## src/rtl/ff_evt_pkg.sv

```systemverilog
// Shared constants and state encoding for the ff_evt event accumulator.
// Optional IRQ feature: FF_EVT_IRQ_EN.
package ff_evt_pkg;

  localparam int CNT_W_DEF      = 8;
  localparam int WIN_LEN_DEF    = 16;
  localparam int FIFO_DEPTH_DEF = 4;

  typedef enum logic {
    IDLE = 1'b0,
    RUN  = 1'b1
  } state_t;

  function automatic int clog2_min1(input int v);
    return (v <= 2) ? 1 : $clog2(v);
  endfunction

endpackage

```

## src/rtl/ff_evt_fifo.sv

```systemverilog
// Result FIFO for ff_evt_acc: power-of-two depth, head data zero when empty.
// Push while full is accepted only if a pop happens in the same cycle.
module ff_evt_fifo
  import ff_evt_pkg::*;
#(
  parameter int W     = CNT_W_DEF,
  parameter int DEPTH = FIFO_DEPTH_DEF
) (
  input  logic         ff_clk_B,
  input  logic         ff_rst_n,
  input  logic         push,
  input  logic         pop,
  input  logic [W-1:0] wdata,
  output logic [W-1:0] rdata,
  output logic         full,
  output logic         empty
);

  localparam int AW = clog2_min1(DEPTH);

  logic [W-1:0]  mem [DEPTH];
  logic [AW-1:0] rd_ptr;
  logic [AW-1:0] wr_ptr;
  logic [AW:0]   count;
  logic          wr_en;
  logic          rd_en;

  assign full  = (count == (AW+1)'(DEPTH));
  assign empty = (count == '0);
  assign rd_en = pop & ~empty;
  // When full, the slot being popped is the one overwritten.
  assign wr_en = push & (~full | pop);
  assign rdata = empty ? '0 : mem[rd_ptr];

  always_ff @(posedge ff_clk_B) begin
    if (wr_en) mem[wr_ptr] <= wdata;
  end

  always_ff @(posedge ff_clk_B or negedge ff_rst_n) begin
    if (!ff_rst_n) begin
      rd_ptr <= '0;
      wr_ptr <= '0;
      count  <= '0;
    end else begin
      if (wr_en) wr_ptr <= wr_ptr + 1'b1;
      if (rd_en) rd_ptr <= rd_ptr + 1'b1;
      unique case ({wr_en, rd_en})
        2'b10:   count <= count + 1'b1;
        2'b01:   count <= count - 1'b1;
        default: count <= count;
      endcase
    end
  end

endmodule

```

## src/rtl/ff_evt_acc.sv

```systemverilog
// Windowed event counter feeding a result FIFO with sticky overflow flag.
// Define FF_EVT_IRQ_EN to add the thr input and irq threshold pulse.
module ff_evt_acc
  import ff_evt_pkg::*;
#(
  parameter int CNT_W      = CNT_W_DEF,
  parameter int WIN_LEN    = WIN_LEN_DEF,
  parameter int FIFO_DEPTH = FIFO_DEPTH_DEF
) (
  input  logic             ff_clk_B,
  input  logic             ff_rst_n,
  input  logic             evt_pulse,
  input  logic             en,
  output logic [CNT_W-1:0] cnt_data,
  output logic             cnt_valid,
  input  logic             cnt_ready,
  input  logic             ovf_clr,
`ifdef FF_EVT_IRQ_EN
  input  logic [CNT_W-1:0] thr,
  output logic             irq,
`endif
  output logic             fifo_ovf
);

  localparam int TW = clog2_min1(WIN_LEN);
  localparam logic [TW-1:0] T_LAST = TW'(WIN_LEN - 1);

  state_t           state;
  logic [TW-1:0]    timer;
  logic [CNT_W-1:0] acc;
  logic [CNT_W-1:0] acc_inc;
  logic             push;
  logic             pop;
  logic             drop;
  logic             full;
  logic             empty;

  // Saturating increment; also the value pushed on window close.
  assign acc_inc = (evt_pulse && (acc != '1)) ? acc + 1'b1 : acc;
  assign push    = (state == RUN) & en & (timer == T_LAST);
  assign pop     = cnt_valid & cnt_ready;
  assign drop    = push & full & ~pop;
  assign cnt_valid = ~empty;

  always_ff @(posedge ff_clk_B or negedge ff_rst_n) begin
    if (!ff_rst_n) begin
      state <= IDLE;
      timer <= '0;
      acc   <= '0;
    end else begin
      unique case (state)
        IDLE: begin
          timer <= '0;
          acc   <= '0;
          if (en) state <= RUN;
        end
        RUN: begin
          if (!en) begin
            state <= IDLE;
            timer <= '0;
            acc   <= '0;
          end else if (timer == T_LAST) begin
            timer <= '0;
            acc   <= '0;
          end else begin
            timer <= timer + 1'b1;
            acc   <= acc_inc;
          end
        end
      endcase
    end
  end

  always_ff @(posedge ff_clk_B or negedge ff_rst_n) begin
    if (!ff_rst_n)    fifo_ovf <= 1'b0;
    else if (drop)    fifo_ovf <= 1'b1;
    else if (ovf_clr) fifo_ovf <= 1'b0;
  end

`ifdef FF_EVT_IRQ_EN
  // Fires on every window close at or above thr, dropped or not.
  always_ff @(posedge ff_clk_B or negedge ff_rst_n) begin
    if (!ff_rst_n) irq <= 1'b0;
    else           irq <= push & (acc_inc >= thr);
  end
`endif

  ff_evt_fifo #(
    .W     (CNT_W),
    .DEPTH (FIFO_DEPTH)
  ) u_fifo (
    .ff_clk_B (ff_clk_B),
    .ff_rst_n (ff_rst_n),
    .push     (push),
    .pop      (cnt_ready),
    .wdata    (acc_inc),
    .rdata    (cnt_data),
    .full     (full),
    .empty    (empty)
  );

endmodule

```

## config.mk

```make
export PLATFORM = sky130hd
export DESIGN_NAME = ff_evt_acc
export DESIGN_NICKNAME = d
export VERILOG_FILES = /design/src/rtl/ff_evt_pkg.sv /design/src/rtl/ff_evt_fifo.sv /design/src/rtl/ff_evt_acc.sv
export SDC_FILE = /design/constraint.sdc
export NUM_CORES = 1
export LEC_CHECK = 0
export CORE_MARGIN = 1.5
export CORE_UTILIZATION = 60
export DETAILED_ROUTE_END_ITERATION = 12
export PLACE_DENSITY = 0.81
export SETUP_SLACK_MARGIN = 0.5
export SYNTH_ARGS = -nofsm -noshare
export SYNTH_HDL_FRONTEND = slang
export SYNTH_HIERARCHICAL = 1
export SYNTH_SLANG_ARGS = --single-unit
export TNS_END_PERCENT = 10
```

## constraint.sdc

```tcl
create_clock -name ff_clk_B -period 5.8 [get_ports ff_clk_B]
set_clock_uncertainty 0.1 [all_clocks]
set_input_delay 1.45 -clock ff_clk_B [delete_from_list [all_inputs] [get_ports ff_clk_B]]
set_output_delay 1.45 -clock ff_clk_B [all_outputs]
set_load 0.03 [all_outputs]
```

==> reports/metrics.cfg <==
[status]
status=finished, final reports clean

[synthesis]
synth-adder-area-share=0.0439
synth_top_family_by_area=simple AND/OR/NAND/NOR gates
yosysTopAreaCellShare=0.392
synth_edf_count=32
yosysSeqAreaShare=0.606
synthTopCellsByArea=edfxtp_1 39%, dfrtp_1 21%, mux4_2 7.3%, ha_1 3.6%, and2_1 2.6%
synth.area.mux_share=0.106
synth_top_cell_by_area=edfxtp_1
synthSimpleGateAreaFrac=0.122
synthArstFlopShare=0.396
synth_fp_nets=183
syn_area_per_cell_um2=14.5
ys_ff_latch=53
synth_cell_types=36
syn_inst=169
synth-compound-area-share=0.0536
syn_area_mm2=0.00245
synth_warnings=6
synthFlopType=edfxtp_1
synth-xor-area-share=0.0393

[setup_path]
arrival_ps=2370
reg2reg_slack_ps=3290
critPathLaunchType=register
required_ps=4250
crit_type=reg2out
critical-path-top-delay-family=flip-flops
cp_slowest_cell=dfrtp_1
max_stage_delay_ps=730
critical_path.max_fanout=10
path_cells=mux4_2 > and2_1 > clkdlybuf4s50_1
cp.buffers_inverters=1
cp-end-kind=primary output

[cells_and_area]
finalNetCount=200
seq_area_mm2=0.00149
instances_no_fill=237
multi_input_area_um2=896
layout-drive-gt1-share=0.150
area_delta_synth_final_pct=12.2
design_area_mm2=0.00275
fillers=285
diodes=0

[cts]
cts_buffers=5
cts_resized=0
htree_levels=2
root_buffer=clkbuf_8
clk-insertion-delay-late_ps=300
clock_path_buffers=2
cts_setup_buffers=0
path_clk_slew_ps=90
cts.sinks=53
cts_hold_buf=0
cts_tree=built

[floorplan]
ios=16
die_y_um=66.9
num_rows=23
die_w_um=66.9
die_area_mm2=0.00448
core_mm2=0.00397
initial_utilization=0.618

[power]
leakage_nw=1.08
power_density_mw_per_mm2=360
p_total_mw=0.990
ir_worst_vdd_uv=213

[global_route]
grtUsageTotal=0.202
grt_pass1_wl_um=6460
grt_pass1_vias=1382
grt_overflow=0
grt_max_degree=22
antenna_found_initial=0

[timing]
slew_headroom=0.355
hold_violations=0
setup_slack_ps=1880
layout_min_cycle_time_ps=3920
period_share=0.675
finalSetupViolCount=0
report.final.slew_viol_count=0
fin_setup_tns_ps=0
rsz0062_at_grt=no
clock.fmax_ghz=0.255
worstMarginPinSlew_ps=965

[routing]
drt_iter0_drc=90
vias=1364
wl_per_cell_um=16.3
drc=0
drt_wl_total_um=3860
firstDrtPassIters=4
ant_nets=0
via_per_inst=5.76

[placed_design]
post_dp_cell_area_mm2=0.00264
gp_congestion=0.772
dp_hpwl_um=2860
placed_cells=229
pre_cts_slack_ps=2170
port_buffers=15

[min_path]
hp-class=reg2reg

[run]
max_cap_viol_count=0

-- final timing paths --
| kind | to | cells after the start | from |
|---|---|---|---|
| worst max-delay path | cnt_data[6] | 3 | u_fifo/rd_ptr[0] |
| worst min-delay path | timer[0] | 1 | timer[0] |
| worst max register to register | u_fifo/count[2] | 11 | timer[0] |
| worst min register to register | timer[0] | 1 | timer[0] |
| max in group asynchronous | acc[5] | 1 | ff_rst_n |
| min in group asynchronous | u_fifo/count[0] | 1 | ff_rst_n |
-- layout by cell type, fill, tap and decap left out --
cell type / instances
and3_2: 2
and3_1: 2
and4_1: 2
clkbuf_1: 1
xor2_1: 7
a21boi_4: 1
nand3_1: 8
xnor2_1: 4
mux2_4: 2
dfrtp_1: 21
a211oi_1: 2
edfxtp_1: 32
and2_1: 10
ha_1: 7
nand4_1: 2
mux2i_1: 5
clkdlybuf4s50_1: 15
nor2_1: 5
inv_1: 11
a32o_1: 1
or3b_1: 1
nor3b_1: 1
clkbuf_8: 6
nand2_1: 7
o21ai_0: 1
a21oi_1: 7
bufinv_16: 1
a211oi_2: 1
and2_2: 4
mux4_2: 8
a211oi_4: 1
fa_1: 1
o21a_4: 1
nand3b_1: 3
or3_2: 1
nor2b_1: 2
nor4_1: 1
-- sequential cells by signal (all words and copies together), names as in the netlist --
register	flops
u_fifo/rd_ptr	2
state	1
timer	4
acc	8
u_fifo/mem	32
u_fifo/wr_ptr	2
u_fifo/count	3
fifo_ovf	1
-- where the power goes --
group | total (mW) | switching (mW) | internal (mW)
Combinational | 0.277 | 0.134 | 0.143
Clock | 0.250 | 0.109 | 0.141
Sequential | 0.463 | 0.0450 | 0.418
-- cells in the mapped netlist (2+ instances only) --
master	number
a211oi_1	2
a21oi_1	7
and2_1	10
and2_2	4
and3_1	2
and3_2	2
and4_1	2
buf_2	2
clkbuf_1	2
dfrtp_1	21
edfxtp_1	32
ha_1	7
inv_1	11
mux2_4	2
mux2i_1	5
mux4_2	8
nand2_1	7
nand3_1	8
nand3b_1	3
nand4_1	2
nor2_1	5
nor2b_1	2
xnor2_1	4
xor2_1	7
-- routing by layer --
metal,vias to the layer above,share of wire,wire length [um],GRT usage
met4,0,0.010,40,0.0536
met5,-,0,0,0
met2,24,0.52,2000,0.350
li1,649,-,-,-
met1,687,0.44,1680,0.254
met3,4,0.034,133,0.0507
-- cell families (layout without fill, tap and decap cells) --
kind of cell / Yosys count / count (layout)
xor gates and xnor gates: 11 / 11
muxes: 15 / 15
adders and majority gates: 8 / 8
AOI/OAI and AO/OA: 15 / 15
and+or+nand+nor: 51 / 51
DFF: 53 / 53
buffers and inverters: 16 / 34
-- layout make-up --
class,instances,area share
Timing Repair Buffer,15,0.0545
Clock inverter,1,0.0109
Inverter,11,0.0150
Clock buffer,7,0.0314
Sequential cell,53,0.540
Multi-Input combinational cell,100,0.325
Tap cell,50,0.0227
-- through the flow --
| step | util | hold slack [ps] |
|---|---|---|
| 6_report | 0.693 | 381 |
| 4_1_cts | 0.693 | 387 |
| 3_5_place_dp | 0.664 | 375 |
| 3_3_place_gp | 0.664 | 347 |
| 5_1_grt | 0.693 | 399 |
| 2_1_floorplan | - | 333 |
No activity file was read; power rests on OpenSTA's default activity.
